$ cat config.mk
export PLATFORM = sky130hd
export DESIGN_NAME = passcode_entry
export DESIGN_NICKNAME = d
export VERILOG_FILES = /design/src/rtl/passcode_entry_pkg.sv /design/src/rtl/button_debounce.sv /design/src/rtl/passcode_entry.sv
export SDC_FILE = /design/constraint.sdc
export NUM_CORES = 1
export LEC_CHECK = 0
export BUFFER_PORTS_ARGS = -buffer_cell sky130_fd_sc_hd__buf_2
export CAP_MARGIN = 20
export CORE_MARGIN = 3
export CORE_UTILIZATION = 58
export CTS_CLUSTER_DIAMETER = 120
export DETAILED_ROUTE_END_ITERATION = 6
export GPL_TIMING_DRIVEN = 0
export MAX_ROUTING_LAYER = met4
export PLACE_DENSITY = 0.76
export SLEW_MARGIN = 30
export SYNTH_ARGS = -nofsm -noshare
export SYNTH_HDL_FRONTEND = slang
export SYNTH_SLANG_ARGS = --single-unit
$ cat constraint.sdc
create_clock -name clk -period 2.5 [get_ports clk]
set_input_delay 0 -clock clk [delete_from_list [all_inputs] [get_ports clk]]
set_output_delay 0 -clock clk [all_outputs]
set_load 0.02 [all_outputs]
$ cat src/rtl/passcode_entry_pkg.sv
// Shared alarm-system definitions: controller state encoding, system clock rate
// and a helper that says whether the alarm currently expects a code.
package passcode_entry_pkg;

  localparam int CLK_HZ = 50_000_000;

  typedef enum logic [1:0] {
    STATE_IDLE    = 2'd0,
    STATE_SET     = 2'd1,
    STATE_TRIGGER = 2'd2,
    STATE_ALERT   = 2'd3
  } fsm_state_t;

  function automatic logic is_armed(input fsm_state_t s);
    return (s == STATE_SET) || (s == STATE_TRIGGER);
  endfunction

endpackage

$ cat src/rtl/button_debounce.sv
// Synchronizes a raw active-low push button, debounces it and emits a one-cycle
// pulse on every debounced press (released-to-pressed transition).
module button_debounce
  import passcode_entry_pkg::*;
#(
  parameter int DEBOUNCE_CYCLES = CLK_HZ / 50
) (
  input  logic clk,
  input  logic rst,
  input  logic btn,
  output logic press
);

  localparam int CNT_W = (DEBOUNCE_CYCLES > 1) ? $clog2(DEBOUNCE_CYCLES) : 1;
  localparam logic [CNT_W-1:0] CNT_LAST =
    (DEBOUNCE_CYCLES > 1) ? CNT_W'(DEBOUNCE_CYCLES - 1) : {CNT_W{1'b0}};

  logic             sync1_r;
  logic             sync2_r;
  logic             stable_r;
  logic             press_r;
  logic [CNT_W-1:0] cnt_r;

  // A new level is accepted only after DEBOUNCE_CYCLES consecutive synchronized samples
  always_ff @(posedge clk) begin
    if (!rst) begin
      sync1_r  <= 1'b1;
      sync2_r  <= 1'b1;
      stable_r <= 1'b1;
      press_r  <= 1'b0;
      cnt_r    <= {CNT_W{1'b0}};
    end else begin
      sync1_r <= btn;
      sync2_r <= sync1_r;
      press_r <= 1'b0;
      if (sync2_r == stable_r) begin
        cnt_r <= {CNT_W{1'b0}};
      end else if (cnt_r == CNT_LAST) begin
        cnt_r    <= {CNT_W{1'b0}};
        stable_r <= sync2_r;
        press_r  <= ~sync2_r;
      end else begin
        cnt_r <= cnt_r + {{(CNT_W-1){1'b0}}, 1'b1};
      end
    end
  end

  assign press = press_r;

endmodule

$ cat src/rtl/passcode_entry.sv
// Keypad-style passcode entry for the alarm: collects four digits, checks them
// against PASSCODE and enforces a timed lockout after too many wrong codes.
module passcode_entry
  import passcode_entry_pkg::*;
#(
  parameter logic [15:0] PASSCODE        = 16'h1234,
  parameter int          DEBOUNCE_CYCLES = CLK_HZ / 50,
  parameter int          LOCKOUT_CYCLES  = CLK_HZ * 10,
  parameter int          MAX_ATTEMPTS    = 3
) (
  input  logic       clk,
  input  logic       rst,
  input  logic       btn_enter,
  input  logic [3:0] digit_sw,
  input  fsm_state_t system_state,
  output logic       passcode_correct,
  output logic       passcode_wrong,
  output logic [2:0] digits_entered,
  output logic [1:0] attempts_left,
  output logic       locked_out
);

  typedef enum logic [2:0] {
    P_DISARMED = 3'd0,
    P_ENTRY    = 3'd1,
    P_CHECK    = 3'd2,
    P_CORRECT  = 3'd3,
    P_LOCKOUT  = 3'd4
  } pstate_t;

  localparam logic [1:0]  ATT_MAX   = 2'(MAX_ATTEMPTS);
  localparam logic [31:0] LOCK_LAST = (LOCKOUT_CYCLES > 0) ? 32'(LOCKOUT_CYCLES - 1) : 32'd0;

  pstate_t     state_r;
  logic [15:0] buf_r;
  logic [31:0] lock_cnt_r;
  logic [2:0]  digits_r;
  logic [1:0]  att_r;
  logic        correct_r;
  logic        wrong_r;
  logic        locked_r;
  logic        press_s;
  logic        forced_s;
  logic [1:0]  att_dec_s;

  button_debounce #(
    .DEBOUNCE_CYCLES(DEBOUNCE_CYCLES)
  ) u_debounce (
    .clk  (clk),
    .rst  (rst),
    .btn  (btn_enter),
    .press(press_s)
  );

  assign forced_s = ~is_armed(system_state);

  // Remaining attempts after a wrong code, held at zero rather than wrapping
  always_comb begin
    att_dec_s = 2'd0;
    if (att_r != 2'd0) begin
      att_dec_s = att_r - 2'd1;
    end else begin
      att_dec_s = 2'd0;
    end
  end

  // Entry FSM; an idle/alert alarm overrides every in-flight press, check or expiry
  always_ff @(posedge clk) begin
    if (!rst) begin
      state_r    <= P_DISARMED;
      buf_r      <= 16'h0000;
      lock_cnt_r <= 32'd0;
      digits_r   <= 3'd0;
      att_r      <= ATT_MAX;
      correct_r  <= 1'b0;
      wrong_r    <= 1'b0;
      locked_r   <= 1'b0;
    end else begin
      wrong_r <= 1'b0;
      if (forced_s) begin
        state_r    <= P_DISARMED;
        buf_r      <= 16'h0000;
        digits_r   <= 3'd0;
        correct_r  <= 1'b0;
        locked_r   <= 1'b0;
        lock_cnt_r <= 32'd0;
        if (system_state == STATE_IDLE) begin
          att_r <= ATT_MAX;
        end
      end else begin
        case (state_r)
          P_DISARMED: state_r <= P_ENTRY;
          P_ENTRY: begin
            if (press_s) begin
              buf_r    <= {buf_r[11:0], digit_sw};
              digits_r <= digits_r + 3'd1;
              if (digits_r == 3'd3) begin
                state_r <= P_CHECK;
              end
            end
          end
          P_CHECK: begin
            if (buf_r == PASSCODE) begin
              state_r   <= P_CORRECT;
              correct_r <= 1'b1;
            end else begin
              wrong_r  <= 1'b1;
              att_r    <= att_dec_s;
              buf_r    <= 16'h0000;
              digits_r <= 3'd0;
              if (att_dec_s == 2'd0) begin
                state_r    <= P_LOCKOUT;
                locked_r   <= 1'b1;
                lock_cnt_r <= 32'd0;
              end else begin
                state_r <= P_ENTRY;
              end
            end
          end
          P_CORRECT: correct_r <= 1'b1;
          P_LOCKOUT: begin
            if (lock_cnt_r >= LOCK_LAST) begin
              state_r    <= P_ENTRY;
              att_r      <= ATT_MAX;
              locked_r   <= 1'b0;
              lock_cnt_r <= 32'd0;
            end else if (lock_cnt_r != 32'hFFFF_FFFF) begin
              lock_cnt_r <= lock_cnt_r + 32'd1;
            end
          end
          default: begin
            state_r   <= P_DISARMED;
            buf_r     <= 16'h0000;
            digits_r  <= 3'd0;
            correct_r <= 1'b0;
            locked_r  <= 1'b0;
          end
        endcase
      end
    end
  end

  assign passcode_correct = correct_r;
  assign passcode_wrong   = wrong_r;
  assign digits_entered   = digits_r;
  assign attempts_left    = att_r;
  assign locked_out       = locked_r;

endmodule

==> results of run 1 <==
## per-layer routing
| metal | wire length [um] | part of all wire, % | global-route usage [%] | up-vias |
|---|---|---|---|---|
| met5 | 0 | 0 | - | - |
| met4 | 121 | 1.6 | 6.94 | 0 |
| met3 | 342 | 4.5 | 5.89 | 14 |
| met2 | 3630 | 48 | 36.4 | 67 |
| met1 | 3540 | 46 | 28.5 | 1522 |
| li1 | - | - | - | 1594 |
## layout make-up
| class | instances | area, sq um |
|---|---|---|
| Multi-Input combinational cell | 329 | 1930 |
| Fill cell | 506 | 1880 |
| Sequential cell | 83 | 1660 |
| Timing Repair Buffer | 23 | 150 |
| Clock buffer | 9 | 124 |
| Buffer | 19 | 124 |
| Clock inverter | 5 | 104 |
| Tap cell | 75 | 93.8 |
| Inverter | 6 | 22.5 |
## through the flow
step	util [%]	power, mW	cells
finish	69.1	2.55	549
global route	69.1	2.63	549
CTS	69.1	2.57	549
detailed placement	64.2	1.45	528
global placement	64.2	1.45	528
floorplan	-	1.42	437
## cell usage after synthesis (7+ instances only)
cell       n
xor2_1    20
nand4_1   11
xnor2_1   22
nand3_1   42
nor2b_1    7
nand2_1   39
dfxtp_1   83
a21oi_1   27
clkbuf_1   7
nor2_1    65
nor3_1    11
and3_1     7
## flip-flops by register name, summed over array words and instances, names as in the netlist
| signal | count |
|---|---|
| u_debounce.stable_r | 1 |
| digits_entered | 3 |
| u_debounce.press | 1 |
| buf_r | 16 |
| attempts_left | 2 |
| locked_out | 1 |
| passcode_wrong | 1 |
| state_r | 3 |
| u_debounce.sync1_r | 1 |
| lock_cnt_r | 32 |
| u_debounce.sync2_r | 1 |
| u_debounce.cnt_r | 20 |
| passcode_correct | 1 |
## cells in the final DEF (no fill, tap or decap), drive strengths merged, types with 3 or more instances in the layout
cell type,instances
and2,3
a21oi,30
clkbuf,16
xor2,20
nor2b,7
xnor2,22
nor4b,6
o21ai,4
nand2b,5
and3,7
nand3,42
buf,28
nand2,40
dfxtp,83
a31o,3
a41oi,3
bufinv,3
nand4,11
inv,6
nor3,12
a21o,3
nor2,68
nor4,5
dlygate4sd3,7
nor3b,5
ha,5
a31oi,4
or3,5
## critical path, delay by kind of cell, from the launching register on
family | cells | cell delay, ps
AND/OR/NAND/NOR | 3 | 1110
XOR/XNOR | 1 | 160
AO/OA/AOI/OAI | 1 | 140
flip-flops | 1 | 330
buffers and inverters | 2 | 420
## cell families (layout without fill, tap and decap cells)
kind of cell / after synthesis / after routing / share of synthesized area [%]
AND/OR/NAND/NOR: 224 / 224 / 30.1
adder cells (fa/ha/maj): 5 / 5 / 1.67
flip-flops: 83 / 83 / 44.4
XOR/XNOR: 42 / 42 / 9.83
AO/OA/AOI/OAI: 57 / 57 / 9.80
buffers and inverters: 25 / 62 / 3.91
multiplexers: 1 / 1 / 0.268
## final timing paths
kind                                                       to                           from  slack, ps
worst min-delay path            attempts_left[0]$_SDFFE_PN1P_                system_state[1]        230
worst min register to register  u_debounce.sync2_r$_SDFF_PN1_  u_debounce.sync1_r$_SDFF_PN1_        440
worst max register to register     lock_cnt_r[6]$_SDFFE_PN0P_        state_r[1]$_SDFFE_PN0P_        240
worst max-delay path               lock_cnt_r[6]$_SDFFE_PN0P_        state_r[1]$_SDFFE_PN0P_        240
## repair_timing
| action | CTS | global route |
|---|---|---|
| setup buffers | 0 | 0 |
| hold endpoints to repair | 8 | 0 |
| hold buffers | 7 | 0 |
## where the power goes
part	leakage, nW	switching (mW)	internal (mW)
Clock	0.115	0.464	0.652
Combinational	0.641	0.0654	0.0365
Sequential	0.669	0.00282	1.33
Total	1.43	0.533	2.01
==> flow_summary_export.csv, run 1 <==
group,metric,value,unit
setup_path,reg2reg_depth,7,
placed_design,port_buffers,16,
logic_synthesis,synth.area.top_cells,"dfxtp_1 44%, nor2_1 6.5%, nand3_1 5.6%, xnor2_1 5.2%, xor2_1 4.7%",
clocking,cts_tree,"built",
setup_path,slowest_delay,690,ps
timing,slew_headroom,44.1,%
logic_synthesis,synthesis.area,3740,sq um
clocking,cts_buffers,9,
global_routing,grt_pass1_wl,13300,um
logic_synthesis,synth-seq-area-share,44.4,%
clocking,clk_latency,360,ps
power,leakagePower,1.43,nW
floorplanning,dieWidth,86.3,um
logic_synthesis,synthArstFlopShare,0,%
status,outcome,"finished, final reports clean",
placed_design,gp_congestion,0.834,
clocking,cts-root-buf,"clkbuf_8",
layout,area_delta_synth_final,12.6,%
setup_path,critPathMaxFanout,10,
logic_synthesis,ys_types,48,
logic_synthesis,yosysTopAreaCellShare,44.4,%
timing,post-route-min-period,2260,ps
setup_path,crit_path_frequent_cell,"buf_2",
worst_hold_path,hold_class,"primary input to flip-flop",
layout,final_nets,485,
clocking,clockBufferDepth,2,
setup_path,required,2760,ps
timing,drv_slew,0,
routing,drc,0,
timing,setup-violations-final,0,
timing,clock_skew,7.45,ps
layout,diodes,0,
logic_synthesis,yosys_warnings,0,
logic_synthesis,synth_edf_count,0,
timing,post-route-period-util,90.4,%
floorplanning,dieArea,7450,sq um
floorplanning,num_rows,28,
routing,drtIter0Drc,206,
routing,drtPass1Iterations,5,
layout,final_cell_area,4210,sq um
timing,layout_setup_ws,240,ps
clocking,clock-sinks,83,
logic_synthesis,ys_seq_elements,83,
layout,drive_above_1_share,11.4,%
global_routing,antenna_found_initial,0,
global_routing,track_usage,22.8,%
floorplanning,io_pins,17,
timing,rsz0062_at_grt,"no",
power,max-vdd-ir-drop,0.457,mV
global_routing,grt_max_degree,14,
timing,whs,231,ps
worst_hold_path,worstHoldPathCells,4,
routing,antenna_left,0,
global_routing,grt_overflow,0,
placed_design,hpwl,5240,um
setup_path,critical_path_arrival,2520,ps
placed_design,dpl_cell_area,3920,sq um
setup_path,slowest_stage,"nor3b_1",
timing,fmax,443,MHz
floorplanning,die_h,86.3,um
routing,wl_per_cell,13.9,um
timing,worstMarginPinSlew,837,ps
timing,hold_violations,0,
logic_synthesis,synthesis.nets,451,
logic_synthesis,yosys.area.top_type,"dfxtp_1",
floorplanning,core-area,6100,sq um
routing,avgViaCountPerCell,5.82,
global_routing,grt_pass1_vias,2974,
routing,wirelength,7630,um
routing,vias,3197,
run,cap_violations,0,
power,power.density,604,nW/um^2
clocking,post_cts_resized,0,
clocking,path_clk_slew,80,ps
setup_path,path_cells,"buf_2, nor3b_1, a21oi_1, buf_2, nor4b_1, xnor2_1, nor2_1",
logic_synthesis,syn_inst,437,
timing,final.setup.tns,0,ps
setup_path,cp-start-kind,"flip-flop",
setup_path,path_class,"flip-flop to flip-flop",
placed_design,dp_slack,326,ps
logic_synthesis,avgSynthCellArea,8.56,sq um
clocking,h-tree-depth,3,
setup_path,critPathCaptureType,"flip-flop",
floorplanning,initial_core_util,61.4,%
logic_synthesis,synth_ff_type,"dfxtp_1",
No activity file was read; power rests on OpenSTA's default activity.
==> inputs of run 2 (changes only) <==
- clock period: 2.5 -> 2.2 ns (I/O delays scaled with it)
==> run 2 against run 1 <==
Compared with the run above:
- design area rose by 1.3%
- sequential power rose by 14%
- die area did not move
- clock skew fell by 0.59 ps
- final cell count rose by 0.36%
- count of clock-buffer cells in the layout did not move
- setup slack got worse by 120 ps
- flip-flop and latch count did not move
- largest cell class unchanged
- register-to-register slack got worse by 120 ps
- non-clock buffer count rose by 2
- clock power rose by 13%
- first-iteration DRC count rose by 17%
==> flow_summary_export.csv, run 2 (synthesis gave the netlist of run 1 again) <==
group,metric,value,unit
routing,wl_per_cell,13.9,um
clocking,h-tree-depth,3,
placed_design,dp_slack,26.0,ps
timing,post-route-period-util,94.7,%
clocking,cts_buffers,9,
global_routing,grtUsageMet2,36.4,%
clocking,clock-sinks,83,
global_routing,grt_pass1_wl,13300,um
timing,layout_setup_ws,116,ps
placed_design,port_buffers,16,
layout,drive_above_1_share,13.2,%
clocking,path_clk_slew,70,ps
layout,layout.cells.non_filler,551,
timing,final.setup.tns,0,ps
layout,mostFrequentLayoutCell,"dfxtp_1",
setup_path,critical_path_arrival,2320,ps
timing,post-route-min-period,2080,ps
global_routing,use_met3,5.89,%
setup_path,path_depth,7,
setup_path,critPathMaxFanout,10,
layout,regMostFlops,"lock_cnt_r",
setup_path,critPathCaptureType,"flip-flop",
global_routing,grt_util_met1,28.5,%
routing,wirelength,7630,um
timing,hold_violations,0,
layout,final_cell_mix,"83 x dfxtp_1, 64 x nor2_1, 42 x nand3_1",
floorplanning,die_h,86.3,um
timing,drv_slew,0,
setup_path,reg2reg_depth,7,
status,outcome,"finished, final reports clean",
power,max-vdd-ir-drop,0.518,mV
setup_path,crit_buf_inv,1,
global_routing,busiest_layer,"met2",
worst_hold_path,worstHoldPathCells,4,
placed_design,gp_congestion,0.834,
power,leakagePower,1.45,nW
clocking,cts-root-buf,"clkbuf_8",
routing,drc,0,
clocking,clockBufferDepth,2,
timing,worstMarginPinSlew,529,ps
routing,drtIter0Drc,242,
layout,top_regs,"lock_cnt_r x32, u_debounce.cnt_r x20, buf_r x16",
routing,antenna_left,0,
floorplanning,dieArea,7450,sq um
timing,slew_headroom,64.6,%
setup_path,required,2440,ps
routing,vias,3189,
layout,diodes,0,
timing,setup-violations-final,0,
setup_path,path_class,"flip-flop to flip-flop",
global_routing,antenna_found_initial,0,
clocking,cts_tree,"built",
layout,largest_reg_flops,32,
layout,final_nets,487,
timing,clock_skew,6.85,ps
setup_path,slowest_stage,"or4_1",
run,cap_violations,0,
setup_path,cp-start-kind,"flip-flop",
timing,rsz0062_at_grt,"no",
layout,area_delta_synth_final,14.0,%
clocking,clk_latency,350,ps
global_routing,grt_max_degree,14,
setup_path,slowest_delay,500,ps
global_routing,track_usage,22.8,%
timing,fmax,480,MHz
placed_design,dp.cells,528,
power,power.density,677,nW/um^2
setup_path,critPathTopFamily,"simple AND/OR/NAND/NOR gates",
floorplanning,io_pins,17,
routing,drtPass1Iterations,4,
floorplanning,dieWidth,86.3,um
floorplanning,num_rows,28,
routing,avgViaCountPerCell,5.79,
global_routing,grt_overflow,0,
floorplanning,initial_core_util,61.4,%
global_routing,grt_pass1_vias,2975,
floorplanning,core-area,6100,sq um
worst_hold_path,hold_class,"primary input to flip-flop",
placed_design,hpwl,5240,um
setup_path,path_cells,"ha_2, nand3_1, nor2_1, or4_1, a31o_1, buf_6, a221o_1",
[run 2: power by group]
group          leakage, nW  switching (mW)  internal [mW]
clock network        0.115           0.519          0.741
registers            0.669         0.00330           1.51
logic                0.667          0.0751         0.0416
total                 1.45           0.598           2.29
[run 2: path summary, 6_finish.rpt]
check                                  end  slack [ps]                           from
max          attempts_left[1]$_SDFFE_PN1P_         120     lock_cnt_r[0]$_SDFFE_PN0P_
min          attempts_left[0]$_SDFFE_PN1P_         250                system_state[1]
max reg2reg  attempts_left[1]$_SDFFE_PN1P_         120     lock_cnt_r[0]$_SDFFE_PN0P_
min reg2reg  u_debounce.sync2_r$_SDFF_PN1_         440  u_debounce.sync1_r$_SDFF_PN1_
[run 2: worst register-to-register path: stages, from the launching register on]
cell and delay (ps):
dfxtp_1 350, ha_2 210, nand3_1 110, nor2_1 90, or4_1 500, a31o_1 270
buf_6 150, a221o_1 310
[run 2: cell type report]
class / count / area, sq um
multi-input combinational: 329 / 1970
inverter: 6 / 22.5
sequential: 83 / 1660
clock buffer: 9 / 124
clock inverter: 5 / 104
timing repair buffer: 25 / 165
tap: 75 / 93.8
buffer: 19 / 124
fill: 493 / 1830
[run 2: repair_timing]
item | 4_1_cts | 5_1_grt
pin swaps | 0 | 3
hold endpoints to repair | 8 | 0
hold buffers | 7 | 0
setup endpoints to repair | 1 | 26
setup buffers | 0 | 2
gates resized for setup | 1 | 7
[run 2: layer usage]
metal / share of wire [%] / vias up
li1: - / 1601
met1: 45 / 1503
met2: 48 / 70
met3: 4.5 / 15
met4: 2.0 / 0
met5: 0 / -
[run 2: per-stage QoR]
step	instance area (sq um)	hold WS [ps]	util, %	power [mW]
finish	4270	253	70.0	2.89
global route	4270	261	70.0	2.99
CTS	4220	206	69.2	2.93
detailed placement	3920	184	64.2	1.65
global placement	3920	179	64.2	1.65
floorplan	3740	61.9	-	1.62
==> inputs of run 3 (changes only) <==
- TNS_END_PERCENT: default -> 100
- clock period: 2.2 -> 2.1 ns (I/O delays scaled with it)
==> run 3 against run 2 <==
Compared with the run above:
- the run now ends with negative setup slack left
- wire length rose by 6.7%
- critical path depth down 1
- die area unchanged
- critical endpoint is now lock_cnt_r[1]$_SDFFE_PN0P_
==> flow_summary_export.csv, run 3 (synthesis gave the netlist of run 1 again) <==
group,metric,value,unit
power,power.density,678,nW/um^2
layout,largest_reg_flops,32,
run,cap_violations,0,
placed_design,dpl_cell_area,3920,sq um
worst_hold_path,worstHoldPathCells,4,
routing,drc,0,
routing,antenna_left,0,
floorplanning,dieArea,7450,sq um
setup_path,path_class,"flip-flop to flip-flop",
timing,final.setup.tns,-7.44,ps
setup_path,reg2reg_depth,6,
timing,drv_slew,0,
setup_path,rrSetupSlack,-6,ps
floorplanning,num_rows,28,
power,max-vdd-ir-drop,0.542,mV
routing,drtPass1Iterations,4,
placed_design,port_buffers,16,
clocking,clockBufferDepth,2,
clocking,clock-sinks,83,
worst_hold_path,hold_path_startpoint,"system_state[1]",
setup_path,critPathMaxFanout,6,
placed_design,dp_slack,-74.0,ps
setup_path,critPathCaptureType,"flip-flop",
routing,avgViaCountPerCell,5.80,
global_routing,antenna_found_initial,0,
layout,mostFrequentLayoutCell,"dfxtp_1",
floorplanning,dieWidth,86.3,um
timing,fmax,475,MHz
setup_path,cp-start-kind,"flip-flop",
timing,post-route-period-util,100,%
layout,regMostFlops,"lock_cnt_r",
status,outcome,"finished with violations",
status,failed_checks,"negative setup slack",
setup_path,r2r-start,"lock_cnt_r[12]$_SDFFE_PN0P_",
timing,rsz0062_at_grt,"yes",
layout,fill_cells,462,
layout,fin_util,74.2,%
floorplanning,initial_core_util,61.4,%
setup_path,worstReg2RegEnd,"lock_cnt_r[1]$_SDFFE_PN0P_",
clocking,cts_tree,"built",
placed_design,hpwl,5240,um
timing,setup-violations-final,2,
timing,post-route-min-period,2110,ps
layout,top_regs,"lock_cnt_r x32, u_debounce.cnt_r x20, buf_r x16",
power,leakagePower,1.50,nW
timing,layout_setup_ws,-5.88,ps
global_routing,track_usage,23.0,%
clocking,cts_buffers,9,
layout,diodes,0,
floorplanning,core-area,6100,sq um
clocking,h-tree-depth,3,
setup_path,critical_path_arrival,2400,ps
setup_path,required,2390,ps
timing,worstMarginPinSlew,529,ps
routing,drtIter0Drc,287,
layout,final_cell_area,4520,sq um
floorplanning,die_h,86.3,um
worst_hold_path,hold_class,"primary input to flip-flop",
worst_hold_path,min_to,"attempts_left[0]$_SDFFE_PN1P_",
timing,clock_skew,7.36,ps
global_routing,grt_max_degree,14,
layout,final_cell_mix,"80 x dfxtp_1, 47 x nor2_1, 42 x nand3_1",
clocking,path_clk_slew,80,ps
clocking,cts-root-buf,"clkbuf_8",
timing,hold_violations,0,
global_routing,grt_pass1_wl,13500,um
layout,final_nets,491,
layout,area_delta_synth_final,20.9,%
placed_design,gp_congestion,0.834,
floorplanning,io_pins,17,
global_routing,grt_pass1_vias,2995,
routing,wl_per_cell,14.7,um
global_routing,grt_overflow,0,
timing,slew_headroom,64.6,%
routing,wirelength,8140,um
clocking,clk_latency,350,ps
layout,drive_above_1_share,20.6,%
routing,vias,3219,
run 3: cell types whose count changed in the layout (fill, tap and decap cells not counted), moves of 3 or more:
cell / delta
nor2_4: +14
buf_2: -3
buf_8: +3
clkbuf_2: +3
clkbuf_1: -3
nor2_1: -17
buf_6: -3
buf_4: +3
dfxtp_1: -3
nor2_2: +3
run 3: critical path: stages, from the launching register on:
cell	delay [ps]
dfxtp_4	370
or3_4	370
or4_4	490
a31o_4	270
a21o_4	270
clkbuf_16	180
a21oi_2	90
run 3: cell type report:
cell class,instances,area (sq um),area share [%]
Multi-Input combinational cell,329,2140,47.3
Sequential cell,83,1670,36.9
Timing Repair Buffer,31,246,5.45
Buffer,17,126,2.79
Clock buffer,9,124,2.74
Clock inverter,5,104,2.30
Tap cell,75,93.8,2.07
Inverter,6,22.5,0.498
run 3: power breakdown:
group	total (mW)	internal [mW]	switching, mW
clock	1.33	0.777	0.550
combinational	0.163	0.0641	0.0992
sequential	1.58	1.58	0.00345
total	3.07	2.42	0.652
run 3: what timing repair did:
item,in CTS,in global routing
setup buffers,2,3
hold buffers,7,0
resized for setup,2,68
endpoints found under the hold margin,8,0
gates cloned,0,3
pin swaps,1,19
setup endpoints to repair,36,61
run 3: how the worst max path moves through the flow:
stage                                startpoint                       endpoint  slack, ps  depth (start not counted)
floorplan           lock_cnt_r[12]$_SDFFE_PN0P_  attempts_left[1]$_SDFFE_PN1P_        190                          6
global placement         buf_r[10]$_SDFFE_PN0P_    lock_cnt_r[25]$_SDFFE_PN0P_        -20                          7
detailed placement      state_r[1]$_SDFFE_PN0P_     lock_cnt_r[6]$_SDFFE_PN0P_        -70                          7
CTS                  lock_cnt_r[0]$_SDFFE_PN0P_  attempts_left[1]$_SDFFE_PN1P_         10                          7
global route        lock_cnt_r[12]$_SDFFE_PN0P_    lock_cnt_r[25]$_SDFFE_PN0P_        -50                          6
finish              lock_cnt_r[12]$_SDFFE_PN0P_     lock_cnt_r[1]$_SDFFE_PN0P_         -6                          6
run 3: per-layer routing:
layer / track usage (%) / vias up / part of all wire (%)
met1: 28.8 / 1547 / 45
met5: - / - / 0
met4: 7.22 / 0 / 2.0
met3: 5.89 / 18 / 3.9
met2: 36.8 / 52 / 49
li1: - / 1602 / -
run 3: per-stage QoR:
stage	total power, mW	std cells	hold WS, ps
CTS	3.07	551	206
finish	3.07	555	253
global route	3.17	555	261
global placement	1.73	528	179
detailed placement	1.73	528	184
floorplan	1.69	437	61.9
